[config.mk]
export PLATFORM = sky130hd
export DESIGN_NAME = mult_arbiter
export DESIGN_NICKNAME = d
export VERILOG_FILES = /design/src/rtl/mult_arb_pkg.sv /design/src/rtl/rr_picker.sv /design/src/rtl/mult_arbiter.sv
export SDC_FILE = /design/constraint.sdc
export NUM_CORES = 1
export LEC_CHECK = 0
export BUFFER_PORTS_ARGS = -buffer_cell sky130_fd_sc_hd__buf_2
export CAP_MARGIN = 25
export CORE_MARGIN = 8
export CORE_UTILIZATION = 46
export DETAILED_ROUTE_END_ITERATION = 12
export GPL_ROUTABILITY_DRIVEN = 0
export HOLD_SLACK_MARGIN = 0.06
export PLACE_DENSITY = 0.77
export SYNTH_ARGS = -nofsm -noshare
export SYNTH_HDL_FRONTEND = slang
export SYNTH_SLANG_ARGS = --single-unit
[constraint.sdc]
create_clock -name clk -period 2.95 [get_ports clk]
set_input_delay 0.1475 -clock clk [delete_from_list [all_inputs] [get_ports clk]]
set_output_delay 0.1475 -clock clk [all_outputs]
set_load 0.005 [all_outputs]
[src/rtl/mult_arb_pkg.sv]
// -----------------------------------------------------------------------------
// mult_arb_pkg
// Shared types and constants for the multiplier arbiter slice.
//   state_t         : sequencer states (IDLE=0, ISSUE=1, WAIT=2, RESP=3)
//   OPW / PRODW     : operand and product widths of the shared multiplier
//   DEFAULT_TIMEOUT : default WAIT-cycle budget before an error response
//   zero_operand()  : true when either operand is zero (used by the optional
//                     zero bypass, MULT_ARB_ZERO_BYPASS_EN)
// -----------------------------------------------------------------------------
package mult_arb_pkg;

    localparam int unsigned OPW             = 8;
    localparam int unsigned PRODW           = 16;
    localparam int unsigned DEFAULT_TIMEOUT = 15;

    typedef enum logic [1:0] {
        IDLE  = 2'd0,
        ISSUE = 2'd1,
        WAIT  = 2'd2,
        RESP  = 2'd3
    } state_t;

    function automatic logic zero_operand(input logic [OPW-1:0] a,
                                          input logic [OPW-1:0] b);
        return (a == '0) || (b == '0);
    endfunction

endpackage

[src/rtl/rr_picker.sv]
// -----------------------------------------------------------------------------
// rr_picker
// Combinational round-robin selector: the winner is the first asserted
// request found searching upward from ptr, wrapping modulo N.
// Ports:
//   req_valid  in  N    request vector
//   ptr        in  IDW  index with highest priority this cycle
//   winner_oh  out N    one-hot winner (all zero when nothing is valid)
//   winner_idx out IDW  binary winner index (0 when nothing is valid)
//   any_valid  out 1    at least one request is valid
// -----------------------------------------------------------------------------
module rr_picker #(
    parameter int unsigned N   = 4,
    parameter int unsigned IDW = 2
) (
    input  logic [N-1:0]   req_valid,
    input  logic [IDW-1:0] ptr,
    output logic [N-1:0]   winner_oh,
    output logic [IDW-1:0] winner_idx,
    output logic           any_valid
);

    always_comb begin
        logic [IDW-1:0] idx;
        winner_oh  = '0;
        winner_idx = '0;
        any_valid  = 1'b0;
        idx        = '0;
        for (int unsigned k = 0; k < N; k++) begin
            idx = IDW'((32'(ptr) + k) % N);
            if (!any_valid && req_valid[idx]) begin
                any_valid      = 1'b1;
                winner_idx     = idx;
                winner_oh[idx] = 1'b1;
            end
        end
    end

endmodule

[src/rtl/mult_arbiter.sv]
// -----------------------------------------------------------------------------
// mult_arbiter
// Round-robin arbiter/sequencer sharing one 8x8 multiplier between NUM_REQ
// requesters. Accepts one operand pair, holds it on the multiplier inputs,
// pulses mul_start, waits for mul_done (or TIMEOUT WAIT cycles) and returns
// the product to the granted requester as a one-cycle rsp_valid pulse.
// Ports:
//   clk, aclr_n             clock (rising edge), async active-low reset
//   req_valid/req_dataa/b   per-requester request and operands (8 bits each,
//                           requester i at [8i+7:8i])
//   req_ready               one-hot accept, only while IDLE
//   rsp_valid/product/error one-hot response pulse, product, timeout flag
//   mul_dataa/b, mul_start  multiplier operands (held ISSUE..RESP) and start
//   mul_done, mul_product   multiplier done flag and result
//   busy                    high whenever not IDLE
// Optional: define MULT_ARB_ZERO_BYPASS_EN to answer zero-operand requests
// directly from IDLE (product 0, no mul_start).
// -----------------------------------------------------------------------------
module mult_arbiter
    import mult_arb_pkg::*;
#(
    parameter int unsigned NUM_REQ = 4,
    parameter int unsigned TIMEOUT = DEFAULT_TIMEOUT
) (
    input  logic                   clk,
    input  logic                   aclr_n,
    input  logic [NUM_REQ-1:0]     req_valid,
    input  logic [OPW*NUM_REQ-1:0] req_dataa,
    input  logic [OPW*NUM_REQ-1:0] req_datab,
    output logic [NUM_REQ-1:0]     req_ready,
    output logic [NUM_REQ-1:0]     rsp_valid,
    output logic [PRODW-1:0]       rsp_product,
    output logic                   rsp_error,
    output logic [OPW-1:0]         mul_dataa,
    output logic [OPW-1:0]         mul_datab,
    output logic                   mul_start,
    input  logic                   mul_done,
    input  logic [PRODW-1:0]       mul_product,
    output logic                   busy
);

    localparam int unsigned IDW = $clog2(NUM_REQ);

    state_t             state;
    logic [IDW-1:0]     ptr;
    logic [IDW-1:0]     grant_id;
    logic [7:0]         cnt;

    logic [NUM_REQ-1:0] winner_oh;
    logic [IDW-1:0]     win_idx;
    logic               any_valid;
    logic [OPW-1:0]     win_a;
    logic [OPW-1:0]     win_b;
    logic [NUM_REQ-1:0] grant_oh;
    logic [IDW-1:0]     ptr_next;
    logic               zero_op;

    rr_picker #(
        .N   (NUM_REQ),
        .IDW (IDW)
    ) u_picker (
        .req_valid  (req_valid),
        .ptr        (ptr),
        .winner_oh  (winner_oh),
        .winner_idx (win_idx),
        .any_valid  (any_valid)
    );

    // Operand mux driven by the one-hot winner.
    always_comb begin
        win_a = '0;
        win_b = '0;
        for (int unsigned i = 0; i < NUM_REQ; i++) begin
            win_a = win_a | (req_dataa[i*OPW +: OPW] & {OPW{winner_oh[i]}});
            win_b = win_b | (req_datab[i*OPW +: OPW] & {OPW{winner_oh[i]}});
        end
    end

    always_comb begin
        grant_oh = '0;
        for (int unsigned i = 0; i < NUM_REQ; i++) begin
            grant_oh[i] = (grant_id == IDW'(i));
        end
    end

    assign ptr_next = (win_idx == IDW'(NUM_REQ - 1)) ? '0 : win_idx + 1'b1;

`ifdef MULT_ARB_ZERO_BYPASS_EN
    assign zero_op = zero_operand(win_a, win_b);
`else
    assign zero_op = 1'b0;
`endif

    // Accept is combinational; gating with aclr_n keeps it low during reset.
    assign req_ready = (aclr_n && (state == IDLE)) ? winner_oh : '0;

    always_ff @(posedge clk or negedge aclr_n) begin
        if (!aclr_n) begin
            state       <= IDLE;
            ptr         <= '0;
            grant_id    <= '0;
            cnt         <= '0;
            rsp_valid   <= '0;
            rsp_product <= '0;
            rsp_error   <= 1'b0;
            mul_dataa   <= '0;
            mul_datab   <= '0;
            mul_start   <= 1'b0;
            busy        <= 1'b0;
        end else begin
            mul_start <= 1'b0;
            rsp_valid <= '0;
            case (state)
                IDLE: begin
                    if (any_valid) begin
                        mul_dataa <= win_a;
                        mul_datab <= win_b;
                        grant_id  <= win_idx;
                        ptr       <= ptr_next;
                        busy      <= 1'b1;
                        if (zero_op) begin
                            state       <= RESP;
                            rsp_valid   <= winner_oh;
                            rsp_product <= '0;
                            rsp_error   <= 1'b0;
                        end else begin
                            state     <= ISSUE;
                            mul_start <= 1'b1;
                        end
                    end
                end
                ISSUE: begin
                    state <= WAIT;
                    cnt   <= '0;
                end
                WAIT: begin
                    cnt <= cnt + 1'b1;
                    // cnt==0 is the first WAIT cycle; a done there is stale.
                    // Done is tested before timeout so a tie is a success.
                    if (mul_done && (cnt != '0)) begin
                        state       <= RESP;
                        rsp_valid   <= grant_oh;
                        rsp_product <= mul_product;
                        rsp_error   <= 1'b0;
                    end else if (cnt == 8'(TIMEOUT - 1)) begin
                        state       <= RESP;
                        rsp_valid   <= grant_oh;
                        rsp_product <= '0;
                        rsp_error   <= 1'b1;
                    end
                end
                RESP: begin
                    state <= IDLE;
                    busy  <= 1'b0;
                end
                default: begin
                    state <= IDLE;
                    busy  <= 1'b0;
                end
            endcase
        end
    end

endmodule

==> implementation parameters <==
Parameter                              Value

Place
  Estimated wirelength of the detail-placed design    8.34 mm
  Count of input and output buffers    129

Global routing
  Remaining global-route overflow    0
  Antenna violations before repair    0
  Global-route wire length before repair    18.8 mm
  Largest net degree at the start of global routing    29
  Via count of the first global-routing pass    3,859
  Overall routing resource usage    20.0%

Detailed routing
  Detail-routed net length per standard cell    19.0 um
  Wirelength, routed    11.6 mm
  TritonRoute pass-1 iters    5
  Residual DRC count    0
  Vias per Instance    6.18
  Number of DRC markers in iteration 0    368
  Number of routed nets with antenna violations    0
  Via Count    3,775

Timing
  Setup Viol. Count Final    0
  Final hold vios    0
  Top achievable clock speed    0.356 GHz
  Actual slew at the worst max-slew pin    0.774 ns
  Post-route clock period utilization    95.2%
  Hold Worst Slack    0.0679 ns
  Fin. max-slew vios    0
  Worst slew slack as a fraction of its limit    48.4%
  Worst clock skew    0.0105 ns
  Tmin final    2.81 ns

Power and ir drop
  Power Total    4.82 mW
  Pwr/cell area    1050 nW/um^2
  Part of the power in registers    24.5%
  Internal Pwr Total    2.61 mW
  Static power due to leakage    2.17 nW
  Sw frac    45.8%
  Gate power share    66.8%
  Peak supply drop    410 uV
  Clock group share of total power    8.6%
  Sw Pwr    2.21 mW

Yosys
  #FFs+latches synth    53
  Mapped Avg Cell Area    9.85 sq um
  Async set or reset register ratio after synthesis    100%
  Post-synthesis net count    480
  Distinct cell type count of the synthesized netlist    50
  Synthesized cell area    3730 sq um
  Register area share after synthesis    35.5%
  Number of synthesized flops with an enable pin    0
  Count of yosys warnings during synthesis    0
  Main flop type after synthesis    sky130_fd_sc_hd__dfrtp_1
  Post-Synthesis Cells    379

Cells and area
  Share of final-layout standard cells stronger than drive strength 1    35.2%
  Area growth syn-to-layout    23.3%
  Number of diodes    0
  Layout Nets    606
  Share of the core filled with cells in the final layout    57.2%

Worst setup path
  Data arrival time of the worst path    2.66 ns
  Critical Path Source Type    flip-flop
  Worst Path Max Fanout    12
  Endpoint type of the worst setup path    output port
  Class of the most critical setup path    reg2out
  Required time reported for the critical path endpoint    2.80 ns

Floorplan
  X dimension of the die    106 um
  Core Box Area    8050 sq um
  Initial Utilization    46.4%
  Row count    33
  Die area    11,300 sq um
  Height of the chip    106 um
  Num ports    130

Min path
  Class of the tightest hold or removal check    in2reg

Run status
  Result of the run    finished, final reports clean

CTS
  H-Tree Level Count    2
  Total clock sinks    53
  Clk_lat worst skew    0.31 ns
  Clock slew seen by the registers of the worst setup and hold paths    0.10 ns
  TritonCTS clock tree    built
  Cell at the root of the clock tree    sky130_fd_sc_hd__clkbuf_8
  Max Root-Sink Buffers    2
  Number of buffers created by CTS    5

Run
  Max-cap check violation count    0
==> cell usage after synthesis (all sizes together) (4+ instances only) <==
master	number	area [sq um]
a21oi	12	86.3
a221o	16	160
a221oi	16	196
a22o	50	438
a22oi	32	240
a31oi	18	113
buf	19	143
clkbuf	17	63.8
dfrtp	53	1330
ha	14	175
inv	15	56.3
mux2i	4	40.0
nand2	16	60.1
nand3	6	30.0
nor2	33	124
nor2b	5	31.3
nor3	5	47.5
o21ai	9	45.0
==> flip-flops by register name (all words and copies together) (netlist names), named ones only <==
name,flops
ptr,1
rsp_valid,4
state,2
mul_dataa,8
mul_datab,8
rsp_error,1
rsp_product,16
mul_start,1
cnt,8
grant_id,2
busy,1
==> power by group through the flow <==
stage | combinational, mW | sequential, mW | clock (mW)
5_1_grt | 3.53 | 1.21 | 0.452
6_report | 3.22 | 1.18 | 0.415
2_1_floorplan | 2.24 | 1.22 | 0
3_5_place_dp | 3.06 | 1.20 | 0
4_1_cts | 3.13 | 1.18 | 0.431
3_3_place_gp | 2.97 | 1.18 | 0
==> per-layer routing <==
| metal | vias to the layer above | track usage, % | wire length [um] |
|---|---|---|---|
| li1 | 1749 | - | - |
| met1 | 1780 | 24.9 | 4900 |
| met2 | 221 | 32.2 | 5400 |
| met3 | 25 | 5.57 | 1100 |
| met4 | 0 | 7.54 | 201 |
| met5 | - | 0 | 0 |
==> path summary, 6_finish.rpt <==
check / startpoint / to / slack [ns] / cells after the start
min: mul_product[12] / rsp_product[12] / 0.07 / 2
max reg2reg: ptr[1] / mul_datab[2] / 0.22 / 8
min in group asynchronous: aclr_n / cnt[2] / 0.36 / 2
max in group asynchronous: aclr_n / rsp_product[14] / 1.75 / 3
max: ptr[1] / req_ready[1] / 0.14 / 8
min reg2reg: grant_id[1] / rsp_valid[1] / 0.46 / 1
==> cell usage in the layout (no fill, tap or decap), types with 9 or more instances in the layout <==
cell	n
sky130_fd_sc_hd__buf_2	129
sky130_fd_sc_hd__a221oi_2	9
sky130_fd_sc_hd__a21oi_1	9
sky130_fd_sc_hd__a22oi_1	32
sky130_fd_sc_hd__nand2_1	16
sky130_fd_sc_hd__a221o_1	16
sky130_fd_sc_hd__o21ai_0	9
sky130_fd_sc_hd__dfrtp_1	53
sky130_fd_sc_hd__a22o_1	50
sky130_fd_sc_hd__a31oi_1	18
sky130_fd_sc_hd__nor2_1	33
sky130_fd_sc_hd__inv_1	15
sky130_fd_sc_hd__buf_4	19
sky130_fd_sc_hd__ha_1	14
==> per-stage QoR <==
stage	TNS, ns	cell area (sq um)	cells	setup slack (ns)
CTS	0	4570	606	0.0595
detailed placement	0	4390	588	0.0904
global placement	0	4390	588	0.199
finish	0	4610	611	0.140
global route	-0.00397	4610	611	-0.00397
floorplan	0	3730	379	0.131
==> cells by family after synthesis <==
logic type / synth area share [%]
AOI/OAI and AO/OA: 38.5
and+or+nand+nor: 10.8
DFF: 35.5
buffers and inverters: 7.03
adders and majority gates: 4.69
muxes: 3.48
==> area by class of cell <==
class / count / area, sq um
inverter: 15 / 56.3
timing repair buffer: 155 / 858
sequential: 53 / 1330
tap: 105 / 131
multi-input combinational: 275 / 2150
fill: 722 / 3450
clock buffer: 6 / 72.6
clock inverter: 2 / 15.0
==> worst max-delay path, cell delays in order, from the launching register on <==
cell and delay [ns]:
sky130_fd_sc_hd__dfrtp_1 0.36, sky130_fd_sc_hd__inv_1 0.09, sky130_fd_sc_hd__ha_1 0.38, sky130_fd_sc_hd__mux4_2 0.66, sky130_fd_sc_hd__or3b_4 0.43, sky130_fd_sc_hd__a21oi_4 0.15, sky130_fd_sc_hd__a21oi_1 0.06, sky130_fd_sc_hd__nor2_1 0.11
sky130_fd_sc_hd__buf_2 0.12
==> what timing repair did <==
| item | in CTS | in global routing |
|---|---|---|
| setup buffers | 3 | 5 |
| setup endpoints to repair | 3 | 3 |
| pin swaps | 3 | 1 |
| hold buffers | 7 | 0 |
| endpoints found under the hold margin | 31 | 0 |
| gates resized for setup | 0 | 0 |
Power figures use the tool's default switching activity.
